===== src/rtl/mips_ctrl_pkg.sv =====
// mips_ctrl_pkg: state, opcode, funct, ALUOp and ALUCtl encodings shared by the control unit and the ALU
package mips_ctrl_pkg;
  typedef enum logic [3:0] {
    S_FETCH, S_DECODE, S_MEMADR, S_MEMREAD, S_MEMWRITE, S_MEMWB,
    S_EXECUTE, S_ALUWB, S_ADDIEX, S_ADDIWB, S_BRANCH, S_JUMP
  } state_t;
  localparam logic [5:0] OP_RTYPE = 6'b000000;
  localparam logic [5:0] OP_LW    = 6'b100011;
  localparam logic [5:0] OP_SW    = 6'b101011;
  localparam logic [5:0] OP_BEQ   = 6'b000100;
  localparam logic [5:0] OP_ADDI  = 6'b001000;
  localparam logic [5:0] OP_J     = 6'b000010;
  localparam logic [5:0] FUNCT_ADD = 6'b100000;
  localparam logic [5:0] FUNCT_SUB = 6'b100010;
  localparam logic [5:0] FUNCT_AND = 6'b100100;
  localparam logic [5:0] FUNCT_OR  = 6'b100101;
  localparam logic [5:0] FUNCT_SLT = 6'b101010;
  localparam logic [2:0] ALUCTL_ADD = 3'b000;
  localparam logic [2:0] ALUCTL_SUB = 3'b001;
  localparam logic [2:0] ALUCTL_AND = 3'b010;
  localparam logic [2:0] ALUCTL_OR  = 3'b011;
  localparam logic [2:0] ALUCTL_SLT = 3'b100;
  localparam logic [1:0] ALUOP_ADD   = 2'b00;
  localparam logic [1:0] ALUOP_SUB   = 2'b01;
  localparam logic [1:0] ALUOP_FUNCT = 2'b10;
endpackage


===== src/rtl/alu_decoder.sv =====
// alu_decoder: maps (alu_op, funct) to the 3-bit ALU control code; unknown funct falls back to add
module alu_decoder
  import mips_ctrl_pkg::*;
(
  input  logic [1:0] alu_op,
  input  logic [5:0] funct,
  output logic [2:0] alu_ctl
);
  always_comb
    alu_ctl = alu_op == ALUOP_SUB ? ALUCTL_SUB :
              alu_op != ALUOP_FUNCT ? ALUCTL_ADD :
              funct == FUNCT_SUB ? ALUCTL_SUB :
              funct == FUNCT_AND ? ALUCTL_AND :
              funct == FUNCT_OR  ? ALUCTL_OR  :
              funct == FUNCT_SLT ? ALUCTL_SLT : ALUCTL_ADD;
endmodule


===== src/rtl/mips_multicycle_ctrl.sv =====
// mips_multicycle_ctrl: Moore control FSM of the multicycle MIPS core
// ports: clk/reset, Op/Funct from IR, Zero from ALU; mux selects, ALUCtl, write enables, PCEn, illegal_op
module mips_multicycle_ctrl
  import mips_ctrl_pkg::*;
#(
  parameter int MEM_LATENCY = 1
) (
  input  logic       clk,
  input  logic       reset,
  input  logic [5:0] Op,
  input  logic [5:0] Funct,
  input  logic       Zero,
  output logic       IorD,
  output logic       MemWrite,
  output logic       IRWrite,
  output logic       RegDst,
  output logic       MemtoReg,
  output logic       RegWrite,
  output logic       ALUSrcA,
  output logic [1:0] ALUSrcB,
  output logic [2:0] ALUCtl,
  output logic [1:0] PCSrc,
  output logic       PCEn,
  output logic       illegal_op
);
  state_t state, next;
  logic [3:0] cnt;
  logic is_lw, pc_write, branch;
  logic [1:0] alu_op;
  wire mem_st = state inside {S_FETCH, S_MEMREAD, S_MEMWRITE};
  wire last = cnt == 4'(MEM_LATENCY - 1);
  // lw/sw is captured in DECODE so MEMADR ignores later changes on Op
  always_ff @(posedge clk or posedge reset)
    if (reset) begin
      state <= S_FETCH;
      cnt <= '0;
      is_lw <= 1'b0;
    end else begin
      cnt <= mem_st && !last ? cnt + 4'd1 : '0;
      state <= mem_st && !last ? state : next;
      if (state == S_DECODE) is_lw <= Op == OP_LW;
    end
  always_comb begin
    next = S_FETCH;
    case (state)
      S_FETCH:   next = S_DECODE;
      S_DECODE:  next = Op == OP_LW || Op == OP_SW ? S_MEMADR :
                        Op == OP_RTYPE ? S_EXECUTE :
                        Op == OP_BEQ ? S_BRANCH :
                        Op == OP_ADDI ? S_ADDIEX :
                        Op == OP_J ? S_JUMP : S_FETCH;
      S_MEMADR:  next = is_lw ? S_MEMREAD : S_MEMWRITE;
      S_MEMREAD: next = S_MEMWB;
      S_EXECUTE: next = S_ALUWB;
      S_ADDIEX:  next = S_ADDIWB;
      default:   next = S_FETCH;
    endcase
  end
  // all outputs stay at their zero defaults while reset is held
  always_comb begin
    {IorD, MemWrite, IRWrite, RegDst, MemtoReg, RegWrite, ALUSrcA, pc_write, branch, illegal_op} = '0;
    ALUSrcB = 2'b00;
    PCSrc = 2'b00;
    alu_op = ALUOP_ADD;
    if (!reset)
      case (state)
        S_FETCH: begin
          ALUSrcB = 2'b01;
          IRWrite = last;
          pc_write = last;
        end
        S_DECODE: begin
          ALUSrcB = 2'b11;
          illegal_op = next == S_FETCH;
        end
        S_MEMADR, S_ADDIEX: begin
          ALUSrcA = 1'b1;
          ALUSrcB = 2'b10;
        end
        S_MEMREAD: IorD = 1'b1;
        S_MEMWRITE: begin
          IorD = 1'b1;
          MemWrite = last;
        end
        S_MEMWB: begin
          RegWrite = 1'b1;
          MemtoReg = 1'b1;
        end
        S_EXECUTE: begin
          ALUSrcA = 1'b1;
          alu_op = ALUOP_FUNCT;
        end
        S_ALUWB: begin
          RegWrite = 1'b1;
          RegDst = 1'b1;
        end
        S_ADDIWB: RegWrite = 1'b1;
        S_BRANCH: begin
          ALUSrcA = 1'b1;
          alu_op = ALUOP_SUB;
          PCSrc = 2'b01;
          branch = 1'b1;
        end
        S_JUMP: begin
          PCSrc = 2'b10;
          pc_write = 1'b1;
        end
        default: ;
      endcase
  end
  assign PCEn = pc_write | (branch & Zero);
  alu_decoder u_dec (.alu_op(alu_op), .funct(Funct), .alu_ctl(ALUCtl));
endmodule


===== config.mk =====
export PLATFORM = sky130hd
export DESIGN_NAME = mips_multicycle_ctrl
export DESIGN_NICKNAME = d
export VERILOG_FILES = /design/src/rtl/mips_ctrl_pkg.sv /design/src/rtl/alu_decoder.sv /design/src/rtl/mips_multicycle_ctrl.sv
export SDC_FILE = /design/constraint.sdc
export NUM_CORES = 1
export LEC_CHECK = 0
export CAP_MARGIN = 40
export CORE_AREA = 2 2 49 51
export CTS_CLUSTER_DIAMETER = 100
export DETAILED_ROUTE_END_ITERATION = 8
export DIE_AREA = 0 0 51 53
export MAX_ROUTING_LAYER = met4
export PLACE_DENSITY = 0.8
export SYNTH_ARGS = -nofsm -noshare
export SYNTH_HDL_FRONTEND = slang
export SYNTH_SLANG_ARGS = --single-unit

===== constraint.sdc =====
create_clock -name clk -period 2.15 [get_ports clk]
set_clock_uncertainty 0.15 [all_clocks]
set_input_delay 0.5375 -clock clk [delete_from_list [all_inputs] [get_ports clk]]
set_output_delay 0.5375 -clock clk [all_outputs]
set_load 0.03 [all_outputs]

* Yosys cells after proc, flatten, opt, wreduce, memory -nomap -nowiden
Cells that the tools add are included.
** Cells by class
- $add $sub $neg :: 1
- Equality and inequality tests :: 22
- Multiplexer cells :: 40
- Bitwise gates (word level) :: 2
- Reduce and logical (&&, ||, !) cells :: 12
** Operator list (number)
- 6-bit == test (second input constant) :: 6
- 4-bit 2-to-1 mux :: 6
- 4-bit one-hot mux with 6 select lines :: 1
- 3-bit 2-to-1 mux :: 7
- 1-bit 2-to-1 mux :: 19
- 4-bit by 3-bit == test with 1-bit output (second input constant) :: 4
- 4-bit == test (second input constant) :: 4
- 4-bit zero test :: 3
- 4-bit by 2-bit == test with 1-bit output (second input constant) :: 2
- 2-bit one-hot mux with 2 select lines :: 2
- 6-bit by 2-bit == test with 1-bit output (second input constant) :: 1
- 6-bit by 3-bit == test with 1-bit output (second input constant) :: 1
- 6-bit by 4-bit == test with 1-bit output (second input constant) :: 1
- 6-bit zero test :: 1
- 2-bit 2-to-1 mux :: 3
- 2-bit one-hot mux with 3 select lines :: 1
- 4-bit by 1-bit adder with 4-bit output (second input constant) :: 1
- 4-bit by 1-bit == test with 1-bit output (second input constant) :: 1
- 2-bit OR reduction :: 2
- 4-bit OR reduction :: 1
- 3-bit nonzero test :: 1
- 3-bit OR reduction :: 1
- 2-bit by 1-bit == test with 1-bit output (second input constant) :: 1
- 2-bit != test (second input constant) :: 1
- 6 further kinds :: 6
** Storage, ports and cells
- Register bits :: 9
- Input port bits :: 15
- Output and inout port bits :: 16
- Logic and storage cells :: 80

* Longest topological paths before layout
- Depth in word-level cells :: 10
- Depth in mapped cells :: 6
- Depth with buffers taken out :: 6

* Modules after synthesis
A second synthesis with hierarchy kept.
** Second synthesis, totals
- Cell total of the unflattened synthesis :: 108
- Area total of the unflattened synthesis :: 869.6 um^2
** Modules (own cells, without submodules)
- mips_multicycle_ctrl :: times used 1, cells each 99, area each 777.0 um^2, seq. area each 225.2 um^2
- alu_decoder :: times used 1, cells each 9, area each 92.6 um^2, seq. area each 0.0 um^2

* Worst setup path before layout
Ideal clock, no wire load.
- Kind :: register to output
- From :: register state[3]
- To :: output ALUSrcA
- Data arrival time :: 2.328 ns
- Data required time :: 1.462 ns
- Path slack :: -0.866 ns
- Cell stages (with the launch flop) :: 4
- Path buffers :: 1
- Cell sequence :: dfrtp_1 clkbuf_1 nor2_1 a2111oi_0
** On the way
- Word-level cells in the longest chain between the ends :: 4
- Elaborated cells on any way between the ends :: 7
- Classes of those cells :: eq/ne: 4; mux: 2; reduce/logical: 1
** RTL lines
- start, declared :: line mips_multicycle_ctrl.sv:26 : state_t state, next;
- start signal, assigned :: line mips_multicycle_ctrl.sv:40 : state <= mem_st && !last ? state : next;
- 4-bit == test, or another cell as far along :: line mips_multicycle_ctrl.sv:66 : case (state)
- 4-bit OR reduction (no line) (*)
- 1-bit 2-to-1 mux (*) :: line mips_multicycle_ctrl.sv:66
- 1-bit 2-to-1 mux (*) :: line mips_multicycle_ctrl.sv:65 : if (!reset)
- end, declared :: line mips_multicycle_ctrl.sv:19 : output logic ALUSrcA,
Mark *: on every way between the ends. The rest lies on a longest branch, timed or not.

* Final worst setup path
- From :: register state[3]
- To :: output ALUCtl[1]
** On the way
- Word-level cells in the longest chain between the ends :: 6
- Elaborated cells on any way between the ends :: 8
- Classes of those cells :: eq/ne: 4; mux: 4
** RTL lines
- 4-bit == test or 4-bit by 3-bit == test with 1-bit output (tied branches) :: line mips_multicycle_ctrl.sv:66
- 2-bit one-hot mux with 2 select lines (*) :: line mips_multicycle_ctrl.sv:66
- 2-bit 2-to-1 mux (*) :: line mips_multicycle_ctrl.sv:65
- 2-bit != test :: line alu_decoder.sv:11 : alu_op != ALUOP_FUNCT ? ALUCTL_ADD :
- 3-bit 2-to-1 mux :: line alu_decoder.sv:11
- 3-bit 2-to-1 mux (*) :: line alu_decoder.sv:10 : alu_ctl = alu_op == ALUOP_SUB ? ALUCTL_SUB :
- end, declared :: line mips_multicycle_ctrl.sv:21 : output logic [2:0] ALUCtl,
Marks and branches as above.

==> impl_summary.md <==
Outcome
The flow ran to the end, but the final reports show violations. The checks that failed: negative setup slack.

Worst setup path
The type of element launching the critical path is a flop. The required time of the critical path is between 1000 and 1500 ps. The setup check on the worst reg-to-reg path leaves a slack of a little under 300 ps. The top fanout value on the critical path is 3. The critical path in this run is classified as flop to primary output.

Data arrives at the worst endpoint at roughly 2000 ps. The endpoint kind of the worst setup timing path is a primary output.

Clock tree
The insertion delay to the later sink of the worst-skew pair is between 200 and 300 ps. Buffers inserted during clock tree synthesis total 3. For this design, the CTS-stage hold fixing added 0 buffers.

The clock drives 9 sinks. The clock passes through at most 2 buffers. CTS built an H-tree with a depth of 1. The cell chosen for the clock root is sky130_fd_sc_hd__clkbuf_4.

After clock tree synthesis, the clock-pin slew on the worst setup and hold paths is 70 ps. The CTS tree is yes.

Place
The routability-driven placement congestion ratio is 0.844. The post-place setup slack is -899 ps. Counting tap cells, the placed design contains a total of 200 instances. The HPWL after detailed placement is between 2000 and 2500 µm. The number of port buffers is 30. Summing all placed instances gives a cell area of 1480 µm².

Cells and area
The post-route netlist has 56.1% of its cells at a drive strength greater than 1. The finished cells cover between 1500 and 2000 µm². The area growth from synthesis to layout is 119%. The number of fill cells is roughly 110. The net count of the finished layout is around 210. 0 antenna diodes ended up in the layout. The count of non-filler cells in the finished layout is roughly 220.

Yosys
The cell taking the most area after synthesis is sky130_fd_sc_hd__dfrtp_1. Summing the sequential cell areas from Yosys gives between 20 and 30% of the chip area. The predominant post-synthesis flop cell is sky130_fd_sc_hd__dfrtp_1. The area share of the leading cell type in the synthesized netlist is 27.8%. Yosys mapped the design onto 34 distinct sky130hd cell types. The average instance area after synthesis is 7.51 µm². The netlist area before placement is slightly above 800 µm². The gate count of the mapped netlist is 108. In the post-synthesis netlist, the cell with the most instances is sky130_fd_sc_hd__nor2_1.

Counting flops with a built-in enable in the synthesized netlist gives 0. The Yosys step of the flow raised 0 warnings. The proportion of synthesized flip-flops having asynchronous set or reset is between 90% and 100%. The post-synthesis register bit count is 9. After synthesis, the most frequently instantiated cells are sky130_fd_sc_hd__nor2_1 (21), sky130_fd_sc_hd__dfrtp_1 (9), sky130_fd_sc_hd__nand2b_1 (7).

Synthesis produced a netlist with a net count of 125. By area the synthesized netlist is led by sky130_fd_sc_hd__dfrtp_1 (28%), sky130_fd_sc_hd__nor2_1 (9.7%), sky130_fd_sc_hd__nand2b_1 (5.4%).

STA
The maximum clock frequency is 372 MHz. Setup slack on the critical path of the routed design comes to -537 ps. Setup violations remaining at the end of the flow were counted as 16.

In the finished design, the share of the clock period the worst path needs comes to 125%. The max-slew violation count is 0. After routing, the total negative slack on setup checks comes to -3340 ps. At the pin with the least slew margin, the transition time is slightly above 400 ps. The total count of hold-check failures in the final report is 0. Setup repair after global routing could not meet its margin everywhere. The worst-case headroom to the max-slew limit is between 70 and 80%. For the finished layout, the period the worst path requires is around 2700 ps.

GRT
The sum of overflow across all layers after global routing is 0. The initial antenna violation count is 0. The via count of the first global-routing pass is 1106. The pin count of the biggest net entering global routing is 18. The first global-routing pass estimated roughly 5000 µm of wire.

For this run, the total global-route usage over all layers was measured as around 26%.

Detailed routing
The total number of vias is about 1200. The count of antenna-violating nets left after detailed routing is 0. The detailed router finished its first iteration with 47 violations. The ratio of routed vias to standard cells is 5.52. After detailed routing, the number of remaining DRC violations is 0. After detailed routing, the average wire length per cell comes to 17.5 µm. The routed wire length is 3800 µm. The first TritonRoute pass finished after 4 iterations.

Die
The horizontal die dimension is 51 µm. The initial cell density of the core is a little under two fifths. The area of the core is roughly 2100 µm². The die outline height is 53 µm. The overall die area is about 2700 µm². In this run the count of I/O pins placed on the die edge is 31.

The placement row count is 17.

Pwr
The analysis attributes to cell leakage a power of 0.000821 µW. Across the VDD grid, the largest voltage drop is 639 µV. The power density relative to cell area is slightly below 800 nW/µm².

The total power after layout is 1400 µW.

Min path
The tightest min-delay check is of the input pin to asynchronous set/reset pin type.

Run
The tool flagged a number of max-cap violations equal to 0.
-- cells by family after synthesis --
group / share of synthesized area (%)
flops: 27.8
xor+xnor: 3.24
buf+inv: 4.63
simple gates: 39.7
fa+ha+maj: 3.09
compound gates: 21.6
-- power breakdown --
group | internal [µW] | switching (µW) | leakage [µW]
Sequential | 191 | 21.5 | 0.000123
Clock | 71.7 | 64.3 | 0.0000150
Combinational | 528 | 524 | 0.000684
-- through the flow --
| stage | hold slack (ps) | utilization, % |
|---|---|---|
| after floorplan | 181 | - |
| after global placement | 352 | 68.7 |
| after detailed placement | 364 | 68.7 |
| after CTS | 264 | 75.2 |
| after global routing | 285 | 82.8 |
| final | 276 | 82.8 |
-- critical path, stage by stage, from the launching register on --
cell and delay, ps:
sky130_fd_sc_hd__dfrtp_1 390, sky130_fd_sc_hd__or3b_4 380, sky130_fd_sc_hd__or4b_4 540, sky130_fd_sc_hd__nor4b_4 230, sky130_fd_sc_hd__buf_4 200
-- final timing paths --
check,cells after the start,startpoint,to
max,4,state[3],ALUCtl[1]
max in group asynchronous,4,reset,state[0]
min in group clk,2,is_lw,is_lw
min reg2reg,2,is_lw,is_lw
min,4,reset,state[2]
max reg2reg,9,cnt[0],state[2]
-- cell usage in the layout (no fill, tap or decap), types with 2 or more instances in the layout --
cell / synthesis / routed
sky130_fd_sc_hd__nor3_4: 0 / 2
sky130_fd_sc_hd__xor2_1: 2 / 2
sky130_fd_sc_hd__a21oi_1: 6 / 5
sky130_fd_sc_hd__dfrtp_1: 9 / 9
sky130_fd_sc_hd__inv_1: 4 / 3
sky130_fd_sc_hd__a221oi_1: 2 / 2
sky130_fd_sc_hd__ha_1: 2 / 2
sky130_fd_sc_hd__nor2_1: 21 / 11
sky130_fd_sc_hd__nor3_2: 0 / 3
sky130_fd_sc_hd__o22ai_1: 2 / 2
sky130_fd_sc_hd__nand2_1: 6 / 5
sky130_fd_sc_hd__or2_2: 2 / 2
sky130_fd_sc_hd__dlygate4sd2_1: 0 / 5
sky130_fd_sc_hd__and3_1: 3 / 3
sky130_fd_sc_hd__nor2_2: 0 / 5
sky130_fd_sc_hd__nor2_4: 0 / 5
sky130_fd_sc_hd__buf_8: 0 / 2
sky130_fd_sc_hd__nand2b_1: 7 / 6
sky130_fd_sc_hd__nand3_2: 0 / 2
sky130_fd_sc_hd__nor4b_4: 0 / 2
sky130_fd_sc_hd__buf_4: 1 / 49
sky130_fd_sc_hd__nand3_1: 4 / 2
sky130_fd_sc_hd__clkdlybuf4s50_1: 0 / 7
sky130_fd_sc_hd__clkbuf_4: 0 / 3
sky130_fd_sc_hd__o21ai_0: 6 / 6
sky130_fd_sc_hd__buf_6: 0 / 18
-- flip-flops by register name, summed over array words and instances (netlist names) --
| signal | flops |
|---|---|
| is_lw | 1 |
| cnt | 4 |
| state | 4 |
-- what timing repair did --
action                     CTS  global route
buffers inserted             4             9
hold endpoints to repair     0             0
setup endpoints to repair   16            16
pin swaps                    9             8
gates resized for setup     43            26
-- final cells by class --
| class | instances | area, µm² | share of cell area, % |
|---|---|---|---|
| clock buffer | 4 | 26.3 | 1.48 |
| inverter | 4 | 18.8 | 1.06 |
| multi-input combinational | 90 | 746 | 41.9 |
| sequential | 9 | 225 | 12.7 |
| tap | 28 | 35.0 | 1.97 |
| timing repair buffer | 82 | 727 | 40.9 |
-- per-layer routing --
metal	GRT usage (%)	routed length, µm	vias to the layer above
met5	-	0	-
met3	4.24	252	6
met4	10.8	70	0
li1	-	-	556
met2	44.2	2030	63
met1	29.6	1450	572
Note: power is estimated with default switching activity, not from simulation.
